### src/rtl/uart_pg_loader.sv
// UART program loader: receives an 8N1 byte stream, parses A5/LEN/data/CSUM frames
// and emits one-cycle word writes into the program RAM downloader port.
module uart_pg_loader #(
  parameter int CLK_FREQ    = 10_000_000,
  parameter int BAUD        = 115200,
  parameter int TIMEOUT_CYC = 1_000_000
) (
  input  logic        pg_clk_i,
  input  logic        pg_rst_i,
  input  logic        uart_rx,
  output logic        pg_wen,
  output logic [15:0] pg_din,
  output logic [15:0] pg_adr,
  output logic        pg_done,
  output logic        pg_err,
  output logic        pg_busy
);

  localparam int DIV  = CLK_FREQ / BAUD;
  localparam int HALF = DIV / 2;
  localparam int DW   = $clog2(DIV + 1);
  localparam int TW   = $clog2(TIMEOUT_CYC + 1);

  localparam logic [DW-1:0] DIV_C    = DW'(DIV);
  localparam logic [DW-1:0] HALF_C   = DW'(HALF);
  localparam logic [DW-1:0] CNT_ONE  = DW'(1);
  localparam logic [TW-1:0] TMO_LAST = TW'(TIMEOUT_CYC - 1);
  localparam logic [TW-1:0] TMO_ONE  = TW'(1);

  localparam logic [1:0] RX_IDLE  = 2'd0;
  localparam logic [1:0] RX_START = 2'd1;
  localparam logic [1:0] RX_DATA  = 2'd2;
  localparam logic [1:0] RX_STOP  = 2'd3;

  localparam logic [2:0] ST_HUNT   = 3'd0;
  localparam logic [2:0] ST_LEN_H  = 3'd1;
  localparam logic [2:0] ST_LEN_L  = 3'd2;
  localparam logic [2:0] ST_DATA_L = 3'd3;
  localparam logic [2:0] ST_DATA_H = 3'd4;
  localparam logic [2:0] ST_CSUM   = 3'd5;

  logic          rx_meta;
  logic          rx_sync;
  logic          rx_prev;
  logic [1:0]    rx_state;
  logic [DW-1:0] rx_cnt;
  logic [2:0]    rx_bit;
  logic [7:0]    rx_shift;
  logic          byte_valid;
  logic          frame_err;

  logic [2:0]    state;
  logic [15:0]   len;
  logic [15:0]   word_cnt;
  logic [7:0]    lo_byte;
  logic [7:0]    csum;
  logic [TW-1:0] tmo_cnt;

  // Synchronizer history resets low so a line that is low when reset releases
  // cannot look like a start edge; it must go high and fall again first.
  always_ff @(posedge pg_clk_i) begin
    if (pg_rst_i) begin
      rx_meta    <= 1'b0;
      rx_sync    <= 1'b0;
      rx_prev    <= 1'b0;
      rx_state   <= RX_IDLE;
      rx_cnt     <= '0;
      rx_bit     <= '0;
      rx_shift   <= '0;
      byte_valid <= 1'b0;
      frame_err  <= 1'b0;
    end else begin
      rx_meta    <= uart_rx;
      rx_sync    <= rx_meta;
      rx_prev    <= rx_sync;
      byte_valid <= 1'b0;
      frame_err  <= 1'b0;
      case (rx_state)
        RX_IDLE: begin
          if (rx_prev && !rx_sync) begin
            rx_state <= RX_START;
            rx_cnt   <= CNT_ONE;
          end
        end
        RX_START: begin
          if (rx_cnt == HALF_C) begin
            if (rx_sync) begin
              rx_state <= RX_IDLE;
            end else begin
              rx_state <= RX_DATA;
              rx_cnt   <= CNT_ONE;
              rx_bit   <= '0;
            end
          end else begin
            rx_cnt <= rx_cnt + CNT_ONE;
          end
        end
        RX_DATA: begin
          if (rx_cnt == DIV_C) begin
            rx_shift <= {rx_sync, rx_shift[7:1]};
            rx_cnt   <= CNT_ONE;
            if (rx_bit == 3'd7) rx_state <= RX_STOP;
            else                rx_bit   <= rx_bit + 3'd1;
          end else begin
            rx_cnt <= rx_cnt + CNT_ONE;
          end
        end
        RX_STOP: begin
          if (rx_cnt == DIV_C) begin
            if (rx_sync) byte_valid <= 1'b1;
            else         frame_err  <= 1'b1;
            rx_state <= RX_IDLE;
          end else begin
            rx_cnt <= rx_cnt + CNT_ONE;
          end
        end
        default: rx_state <= RX_IDLE;
      endcase
    end
  end

  // A byte arriving in the same cycle the timeout would expire takes priority.
  always_ff @(posedge pg_clk_i) begin
    if (pg_rst_i) begin
      state    <= ST_HUNT;
      len      <= '0;
      word_cnt <= '0;
      lo_byte  <= '0;
      csum     <= '0;
      tmo_cnt  <= '0;
      pg_wen   <= 1'b0;
      pg_din   <= '0;
      pg_adr   <= '0;
      pg_done  <= 1'b0;
      pg_err   <= 1'b0;
    end else begin
      pg_wen <= 1'b0;
      if (pg_wen) pg_adr <= pg_adr + 16'd1;
      if (frame_err) begin
        pg_err  <= 1'b1;
        state   <= ST_HUNT;
        tmo_cnt <= '0;
      end else if (byte_valid) begin
        tmo_cnt <= '0;
        case (state)
          ST_HUNT: begin
            if (rx_shift == 8'hA5) begin
              state    <= ST_LEN_H;
              pg_done  <= 1'b0;
              pg_err   <= 1'b0;
              csum     <= '0;
              pg_adr   <= '0;
              word_cnt <= '0;
            end
          end
          ST_LEN_H: begin
            len[15:8] <= rx_shift;
            state     <= ST_LEN_L;
          end
          ST_LEN_L: begin
            len[7:0] <= rx_shift;
            state    <= ({len[15:8], rx_shift} == 16'd0) ? ST_CSUM : ST_DATA_L;
          end
          ST_DATA_L: begin
            lo_byte <= rx_shift;
            csum    <= csum ^ rx_shift;
            state   <= ST_DATA_H;
          end
          ST_DATA_H: begin
            pg_wen   <= 1'b1;
            pg_din   <= {rx_shift, lo_byte};
            csum     <= csum ^ rx_shift;
            word_cnt <= word_cnt + 16'd1;
            state    <= (word_cnt + 16'd1 == len) ? ST_CSUM : ST_DATA_L;
          end
          ST_CSUM: begin
            if (rx_shift == csum) pg_done <= 1'b1;
            else                  pg_err  <= 1'b1;
            state <= ST_HUNT;
          end
          default: state <= ST_HUNT;
        endcase
      end else if (state != ST_HUNT) begin
        if (tmo_cnt == TMO_LAST) begin
          pg_err  <= 1'b1;
          state   <= ST_HUNT;
          tmo_cnt <= '0;
        end else begin
          tmo_cnt <= tmo_cnt + TMO_ONE;
        end
      end else begin
        tmo_cnt <= '0;
      end
    end
  end

  assign pg_busy = (state != ST_HUNT);

endmodule

### config.mk
export PLATFORM = sky130hd
export DESIGN_NAME = uart_pg_loader
export DESIGN_NICKNAME = d
export VERILOG_FILES = /design/src/rtl/uart_pg_loader.sv
export SDC_FILE = /design/constraint.sdc
export NUM_CORES = 1
export LEC_CHECK = 0
export ABC_AREA = 1
export CAP_MARGIN = 20
export CORE_MARGIN = 4
export CORE_UTILIZATION = 61
export CTS_BUF_LIST = sky130_fd_sc_hd__clkbuf_8
export DETAILED_ROUTE_END_ITERATION = 16
export GPL_TIMING_DRIVEN = 0
export PLACE_DENSITY = 0.82
export SETUP_SLACK_MARGIN = 0.2
export SLEW_MARGIN = 25
export SYNTH_ARGS = -nofsm -noshare
export SYNTH_HDL_FRONTEND = slang
export SYNTH_SLANG_ARGS = --single-unit
### constraint.sdc
create_clock -name pg_clk_i -period 1.99 [get_ports pg_clk_i]
set_input_delay 0.2985 -clock pg_clk_i [delete_from_list [all_inputs] [get_ports pg_clk_i]]
set_output_delay 0.2985 -clock pg_clk_i [all_outputs]
set_load 0.02 [all_outputs]
After elaboration in Yosys (flattened, before gate mapping)
Index checks and enable logic that the tools add are counted.

storage, ports and cells
  input port bits = 3
  word-level logic and storage cells = 140
  register bits after elaboration = 131

operators by class
  reductions and logical operators = 32
  add/subtract/negate cells = 5
  equality and inequality tests = 30
  multiplexer cells = 46
  bitwise gates (word level) = 6

operator list
  kind                                            count
  2-to-1 mux 16 bit                               6
  2-to-1 mux 7 bit                                5
  adder 16 x 1 -> 16 bit (second input constant)  2
  one-hot mux 16 bit (2 select lines)             1
  2-to-1 mux 3 bit                                10
  one-hot mux 7 bit (4 select lines)              1
  adder 20 x 1 -> 20 bit (second input constant)  1
  == test 20 bit (second input constant)          1
  != test 2 bit (second input constant)           10
  AND reduction 5 bit                             4
  AND reduction 3 bit                             6
  == test 16 bit                                  1
  logical NOT 16 bit                              1
  one-hot mux 8 bit (2 select lines)              1
  one-hot mux 3 bit (5 select lines)              1
  2-to-1 mux 2 bit                                6
  nonzero test 2 bit                              6
  2-to-1 mux 1 bit                                10
  == test 3 bit (second input constant)           3
  nonzero test 3 bit                              3
  == test 8 bit                                   1
  == test 8 bit (second input constant)           1
  2-to-1 mux 8 bit                                1
  != test 4 bit (second input constant)           2
  other kinds (24)                                35

Longest topological paths before layout
  depth after elaboration = 6
  gate-level depth with buffers = 16
  depth with buffers taken out = 16

Least setup slack after synthesis
Ideal clock, no wire load.

  kind = register -> register
  start point = register pg_adr[1]
  end point = register pg_adr[12]
  library setup time = 0.117 ns
  cell stages (with the launch flop) = 12
  arrival time = 1.746 ns
  slack = 0.127 ns
  clock period less this slack = 1.863 ns
  required time = 1.873 ns
  path buffers = 0
  path through = dfxtp_1 ha_1 inv_1 nor4_4 nand3_1 nor2_1 nand2_1 inv_1 nand3_2 nor2_1 xor2_1 nor2_1

between the ends
  word-level cells in the longest chain between the ends = 6

ends and longest elaborated chain
  element                   line  RTL
  start: declaration        13    output logic [15:0] pg_adr,
  start signal: assignment  138   if (pg_wen) pg_adr <= pg_adr + 16'd1;
  adder 16 x 1 -> 16 bit *  138
  2-to-1 mux 16 bit *       138
  2-to-1 mux 16 bit         147   if (rx_shift == 8'hA5) begin
  2-to-1 mux 16 bit         145   case (state)
  2-to-1 mux 16 bit         143   end else if (byte_valid) begin
  2-to-1 mux 16 bit *       139   if (frame_err) begin

Mark *: on every way between the ends. The rest lies on a longest branch, timed or not.
A chain may end at the register's enable or synchronous reset.

Worst setup path after layout
  start point = register tmo_cnt[0]
  end point = register tmo_cnt[17]

between the ends
  word-level cells in the longest chain between the ends = 2
  elaborated cells on any way between the ends = 3
  classes of those cells = add/sub: 1; eq/ne: 1; reduce/logical: 1

ends and longest elaborated chain
  element                                                         line  RTL
  start: declaration                                              57    logic [TW-1:0] tmo_cnt;
  start signal: assignment                                        189   tmo_cnt <= tmo_cnt + TMO_ONE;
  branches (longest 2 deep; another with adder 20 x 1 -> 20 bit)  -

Parallel ways; which one is timed is not known.

==> metrics.cfg <==
[route]
viasPerCell=5.81
vias=6318
wirelength_mm=17.7
first_pass_iters=6
wl_per_cell_um=16.3
final_antenna_net_count=0
drt-initial-drc-count=606
drc=0

[critical_path]
r2r_end=tmo_cnt[17]$_SDFF_PP0_
critical_path_class=reg -> reg
end_kind=register
crit_end=tmo_cnt[17]$_SDFF_PP0_
critPathLaunchType=register
crit_fanout=3
rrSetupSlack_ns=0.05
cp.arrival_ns=2.33
startpoint=tmo_cnt[0]$_SDFF_PP0_
r2r_cells=11
crit_required_ns=2.38
reg2reg_from=tmo_cnt[0]$_SDFF_PP0_

[power_and_ir_drop]
pwr-share-seq=0.498
comb_power_share=0.092
pwr-share-clk=0.410
ir_drop_uv=765
intPower_uw=3840
design_power_total_uw=5390
p_leak_uw=0.00324
p_sw_frac=0.288
power_density_nw_per_um2=662
p_sw_uw=1550

[floorplanning]
dieWidth_um=109
io_pins=39
dieHeight_um=109
die-area_um2=11900
initial_core_util=0.630
num_rows=36
core_area_um2=9860

[job]
drv_cap=0

[yosys]
ys_seq_area_frac=0.422
synth_area_per_cell_um2=7.39
syn_inst=841
ys_seq_elements=131
syn_area_um2=6220
ys_warn_count=0
yosys.cell_types.count=45
syn_nets=851

[cts]
path_clk_slew_ns=0.08
ctsHtreeMaxLevel=4
cts-root-buf=clkbuf_8
cts_tree=built
max-clock-path-buffers=2
clock-sinks=131
worstSkewPairLatency_ns=0.46
numCtsBuffers=17

[timing]
clock.fmax_ghz=0.515
setup_tns_ns=0
post-route-period-util=0.975
slew_violations=0
layout_min_cycle_time_ns=1.94
setup_viol=0
hold_viol=0
tightestPinTransition_ns=0.770
rsz0062_at_grt=yes
slew_headroom=0.487
fin_worst_skew_ns=0.0103
hold_ws_ns=0.351

[global_route]
grt-ovfl-total=0
grt_pass1_wl_mm=26.4
grt_usage=0.281
grt_max_degree=17
grt_pass1_vias=5767
grt_antenna_before_repair=0

[finish]
drive_above_1_share=0.271
syn_to_final_growth_pct=31.1
final_common_cell=nand2_1
final_cell_mix=nand2_1 (145), dfxtp_1 (105), inv_1 (80)
fin_nets=952
num_antenna_cells=0
stdcell_count=1088

[placement]
hpwl_mm=10.9
numPortBuffers=37
place_inst=1011
routabilityCongestion=0.971

[outcome]
status=completed

[worst_hold_path]
min_path_type=in -> reg

-- cell usage after synthesis (all sizes together) --
cell type | instances | share of area
buf | 9 | 0.0093
o21ai | 61 | 0.049
o211ai | 1 | 0.0012
xnor2 | 7 | 0.0099
o31ai | 1 | 0.0012
nand3 | 45 | 0.038
nand3b | 3 | 0.0036
o2111a | 1 | 0.0018
a31oi | 9 | 0.010
nor2 | 99 | 0.077
inv | 103 | 0.062
and3 | 1 | 0.0010
nand4 | 23 | 0.024
clkbuf | 13 | 0.0078
nand2 | 163 | 0.10
clkinv | 1 | 0.00060
a32o | 1 | 0.0016
a211oi | 11 | 0.017
or2 | 8 | 0.0081
nor3 | 22 | 0.019
o211a | 1 | 0.0016
o21bai | 1 | 0.0012
xor2 | 19 | 0.027
ha | 7 | 0.014
nor3b | 6 | 0.0072
a21oi | 86 | 0.070
dfxtp | 131 | 0.42
nor4 | 8 | 0.011
-- logic make-up (layout without fill, tap and decap cells) --
kind of cell | Yosys count | in the layout | share of synthesized area
adders and majority gates | 7 | 7 | 0.0141
buffers and inverters | 126 | 238 | 0.0799
and+or+nand+nor | 378 | 380 | 0.292
DFF | 131 | 131 | 0.422
xor gates and xnor gates | 26 | 26 | 0.0366
AOI/OAI and AO/OA | 173 | 173 | 0.156
-- flip-flops by register name, indices dropped and copies added, names as in the netlist, named ones only --
register	count
lo_byte	8
rx_shift	8
pg_done	1
rx_meta	1
rx_cnt	7
pg_din	16
rx_bit	3
rx_sync	1
pg_err	1
len	16
pg_wen	1
pg_adr	16
byte_valid	1
word_cnt	16
tmo_cnt	20
frame_err	1
csum	8
rx_state	1
rx_prev	1
state	3
-- cell type report --
class                      instances  area [um^2]
clock buffer                      17          234
buffer                            22          139
fill                             594         1720
inverter                         104          404
clock inverter                    15          146
timing repair buffer              80          767
multi-input combinational        586         3610
sequential                       131         2680
tap                              133          166
-- critical path, stage by stage (launching register included) --
cell and delay (ns):
dfxtp_4 0.38, buf_6 0.10, nand3_4 0.06, nor2_4 0.13
nand4_1 0.19, nor2_4 0.25, nand3_4 0.11, buf_4 0.16
inv_2 0.04, nand2_1 0.05, or2_2 0.28, a21oi_2 0.11
-- what timing repair did --
| item | CTS | global route |
|---|---|---|
| hold buffers | 0 | 0 |
| pin swaps | 21 | 41 |
| gates cloned | 1 | 3 |
| buffers inserted | 17 | 24 |
| gates resized for setup | 63 | 142 |
| endpoints found under the setup margin | 75 | 102 |
-- power groups by stage --
| stage | clock, uW | sequential [uW] | combinational (uW) |
|---|---|---|---|
| floorplan | 0 | 2740 | 260 |
| global placement | 0 | 2750 | 309 |
| detailed placement | 0 | 2750 | 326 |
| CTS | 2220 | 2690 | 406 |
| global route | 2340 | 2690 | 546 |
| finish | 2210 | 2680 | 498 |
-- stage by stage --
| stage | utilization | area [um^2] | setup slack [ns] |
|---|---|---|---|
| after floorplan | - | 6220 | 0.211 |
| after global placement | 0.685 | 6760 | 0.0407 |
| after detailed placement | 0.685 | 6760 | -0.0229 |
| after CTS | 0.756 | 7450 | 0.0854 |
| after global routing | 0.826 | 8150 | -0.0700 |
| final | 0.826 | 8150 | 0.0494 |
-- layer usage --
metal | global-route usage | routed length [um] | vias up
met5 | 0 | 0 | -
met4 | 0.115 | 516 | 0
met3 | 0.0699 | 1030 | 64
met2 | 0.487 | 9080 | 270
met1 | 0.331 | 7070 | 2980
li1 | - | - | 3004
-- worst min-delay path by stage --
stage	end	startpoint	slack (ns)	cells after the start
final	rx_meta$_SDFF_PP0_	uart_rx	0.35	3
after detailed placement	rx_sync$_SDFF_PP0_	rx_meta$_SDFF_PP0_	0.41	2
after floorplan	rx_sync$_SDFF_PP0_	rx_meta$_SDFF_PP0_	0.39	2
after CTS	rx_meta$_SDFF_PP0_	uart_rx	0.34	3
after global routing	rx_meta$_SDFF_PP0_	uart_rx	0.39	3
after global placement	rx_sync$_SDFF_PP0_	rx_meta$_SDFF_PP0_	0.39	2
Note: power is estimated with default switching activity, not from simulation.
